File: config.mk
export PLATFORM = sky130hd
export DESIGN_NAME = mod_updown_counter
export DESIGN_NICKNAME = d
export VERILOG_FILES = /design/src/rtl/mod_updown_counter.sv
export SDC_FILE = /design/constraint.sdc
export NUM_CORES = 1
export LEC_CHECK = 0
export ABC_AREA = 1
export CELL_PAD_IN_SITES_DETAIL_PLACEMENT = 0
export CELL_PAD_IN_SITES_GLOBAL_PLACEMENT = 1
export CORE_UTILIZATION = 28
export CTS_CLUSTER_DIAMETER = 120
export DETAILED_ROUTE_END_ITERATION = 7
export PLACE_DENSITY_LB_ADDON = 0.1
export SETUP_SLACK_MARGIN = 0.4
export SLEW_MARGIN = 25
export SYNTH_ARGS = -nofsm -noshare
export SYNTH_HDL_FRONTEND = slang
export SYNTH_SLANG_ARGS = --single-unit
File: constraint.sdc
create_clock -name clock -period 4 [get_ports clock]
set_clock_uncertainty 0.15 [all_clocks]
set_input_delay 0.8 -clock clock [delete_from_list [all_inputs] [get_ports clock]]
set_output_delay 0.8 -clock clock [all_outputs]
set_load 0.01 [all_outputs]
File: src/rtl/mod_updown_counter.sv
// Purpose: synchronous up/down counter with enable, load, arbitrary modulus and wrap/saturate ends.
// Latency: Q and wrap update on the rising clock edge after the controls are sampled; at_max/at_zero decode Q combinationally.
// Backpressure: none; every edge is accepted, and clear > load > enable sets the priority.
module mod_updown_counter #(
    parameter int WIDTH    = 4,
    parameter int MODULUS  = 16,
    parameter bit SATURATE = 1'b0
) (
    input  logic             clock,
    input  logic             clear,
    input  logic             enable,
    input  logic             up_down,
    input  logic             load,
    input  logic [WIDTH-1:0] load_value,
    output logic [WIDTH-1:0] Q,
    output logic             wrap,
    output logic             at_max,
    output logic             at_zero
);

    // Highest legal count; arithmetic wraps here rather than at 2**WIDTH.
    localparam logic [WIDTH-1:0] MAX_VAL = WIDTH'(MODULUS - 1);

    logic [WIDTH-1:0] load_clamped;
    logic [WIDTH-1:0] q_next;
    logic             wrap_next;

    // Out-of-range load values are pinned to the top of the range so Q stays legal.
    always_comb begin
        load_clamped = load_value;
        if (load_value > MAX_VAL) begin
            load_clamped = MAX_VAL;
        end
    end

    // Next count and terminal-event flag; load beats counting, idle holds and clears wrap.
    always_comb begin
        q_next    = Q;
        wrap_next = 1'b0;
        if (load) begin
            q_next = load_clamped;
        end else if (enable) begin
            if (up_down) begin
                if (Q == MAX_VAL) begin
                    wrap_next = 1'b1;
                    q_next    = SATURATE ? Q : '0;
                end else begin
                    q_next = Q + 1'b1;
                end
            end else begin
                if (Q == '0) begin
                    wrap_next = 1'b1;
                    q_next    = SATURATE ? Q : MAX_VAL;
                end else begin
                    q_next = Q - 1'b1;
                end
            end
        end
    end

    // Single-edge state register; clear is synchronous and overrides everything.
    always_ff @(posedge clock) begin
        if (clear) begin
            Q    <= '0;
            wrap <= 1'b0;
        end else begin
            Q    <= q_next;
            wrap <= wrap_next;
        end
    end

    assign at_max  = (Q == MAX_VAL);
    assign at_zero = (Q == '0);

endmodule
==> impl_metrics.yaml <==
finish:
  syn_to_final_growth_pct: 47.1
  post-route-cell-area_um2: 574
  layout-drive-gt1-share_pct: 10.0
  diodes: 0
  finalNetCount: 92
  final_common_cell: "nand2_1"
  final_cell_mix: "18 x nand2_1, 15 x clkdlybuf4s50_1, 11 x inv_1, 7 x nand3_1, 6 x nor2_1"
sta:
  setup_viol: 0
  fin_setup_tns_ps: 0
  grt_setup_unrepaired: "no"
  max_freq_mhz: 386
  drv_slew: 0
  worstMarginPinSlew_ps: 377
  finalCritPeriodShare_pct: 64.8
  hold_violations: 0
  fin_ws_ps: 1410
  holdWs_ps: 450
  max_slew_margin_pct: 74.8
  timing.final.crit_period_ps: 2590
synth:
  netlist_area_um2: 390
  ys_ff_latch: 5
  synth_top_area_cell: "dfxtp_1"
  synth-seq-area-share_pct: 25.6
  synthDistinctLibCells: 18
  ys_top_cells_by_area: "dfxtp_1 26%, nand2_1 17%, inv_1 11%, nand3_1 9.0%, ha_1 6.4%"
  netlist.area_leader.share_pct: 25.6
  synth_nets: 73
  synth.avg_cell_area_um2: 6.30
  yosys_warnings: 0
  syn_inst: 62
floorplan:
  dieHeight_um: 39.3
  core_area_mm2: 0.00130
  fp.dieArea_mm2: 0.00155
  io_pins: 16
  fp-row-count: 13
  die_w_um: 39.3
  start_util_pct: 30.0
critical_path:
  crit_type: "reg -> out"
  crit_required_ps: 3050
  crit_path_start_kind: "flip-flop"
  cp.arrival_ps: 1640
  critPathSlowestCell: "clkdlybuf4s50_1"
  max_stage_delay_ps: 560
  ff2ff_setup_slack_ps: 2530
  cp_common_cell: "inv_1"
  path_cells: "inv_1, ha_1, inv_1, nor3_2, clkdlybuf4s50_1"
  critPathMaxFanout: 6
  critPathTopFamily: "buffers and inverters"
  critPathCaptureType: "output pin"
  path_buf_inv: 3
place:
  placement.io_buffers: 15
  postPlaceCellArea_um2: 548
  detailedPlace.worstSlack_ps: 1660
  hpwl_um: 674
  place.gp.congestion: 0.691
cts:
  cts_repair_resize_count: 0
  clk_latency_ps: 240
  cts_buffers: 3
  h-tree-depth: 1
  cts_setup_buffers: 0
  cts_tree: "built"
  cts_max_path_buffers: 2
  cts_sinks: 5
  cts_hold_buf: 0
  root_buffer: "clkbuf_4"
  clk_pin_slew_ps: 50
route:
  drt_wl_total_um: 891
  drc: 0
  drtPass1Iterations: 4
  ant_nets: 0
  vias_per_cell: 4.27
  dr_total_vias: 406
  drt_iter0_markers: 4
  post_drt_wl_per_cell_um: 9.38
pwr:
  p_leak_uw: 0.000277
  ir_worst_vdd_v: 0.000172
  power_uw: 170
  p_per_area_mw_per_mm2: 296
hold_path:
  hp-class: "reg -> reg"
grt:
  grt_first_pass_wirelength_mm: 1.41
  grt_util_all_layers_pct: 14.3
  antenna_found_initial: 0
  overflow: 0
  grt_pass1_vias: 334
  grt_max_degree: 10
flow_run:
  drv_cap: 0
run_status:
  status: "complete, no violations"
[worst register-to-register path, cell delays in order, from the launching register on]
cell     delay [ps]
dfxtp_1         460
ha_1            230
nand3_1         100
nand2_1          90
inv_1            70
nand2_1          60
nand3_1          70
nand2_1          80
a21oi_2          50
[cells by family after synthesis]
family | after synthesis | synth area share (%)
simple gates | 34 | 37.8
buf+inv | 13 | 14.4
compound gates | 6 | 11.2
flops | 5 | 25.6
xor+xnor | 2 | 4.49
fa+ha+maj | 2 | 6.41
[metrics by stage]
step           utilization [%]  cells
3_5_place_dp              42.1     91
5_1_grt                   44.1     95
4_1_cts                   44.1     95
2_1_floorplan                -     62
6_report                  44.1     95
3_3_place_gp              42.1     91
[sequential cells by signal, indices dropped and copies added (netlist names)]
signal	cells
wrap	1
Q	4
[cell type report]
class	instances	area, µm²
Fill cell	143	727
Multi-Input combinational cell	44	234
Tap cell	15	18.8
Sequential cell	5	100
Clock buffer	4	26.3
Inverter	12	45.0
Timing Repair Buffer	15	150
[final timing paths]
path / start / depth (start not counted) / to
max: Q[0] / 5 / at_zero
min: Q[1] / 2 / Q[1]
max reg2reg: Q[1] / 8 / Q[3]
min reg2reg: Q[1] / 2 / Q[1]
[metal layers]
metal | routed length, µm | part of all wire (%) | global-route usage, %
met5 | 0 | 0 | 0
met4 | 27 | 3.0 | 10.3
met3 | 39 | 4.4 | 3.41
met2 | 372 | 42 | 19.2
met1 | 452 | 51 | 19.4
[report_power, final]
part           leakage (µW)  internal (µW)  total (µW)  switching (µW)
logic              0.000221           27.4        50.3            22.9
clock network     0.0000150           37.7        58.8            21.0
registers         0.0000413           53.6        61.2            7.61
[synth_stat cells]
library cell	n
xor2_1	1
buf_6	1
a31oi_1	1
a22oi_1	1
xnor2_1	1
o21ai_1	1
o211ai_1	1
nor2_1	6
inv_1	11
a21oi_2	2
nor3_2	1
nand2_1	18
ha_1	2
inv_2	1
nand4_1	1
nor2_2	1
nand3_1	7
dfxtp_1	5
(Power assumes the default switching activity.)
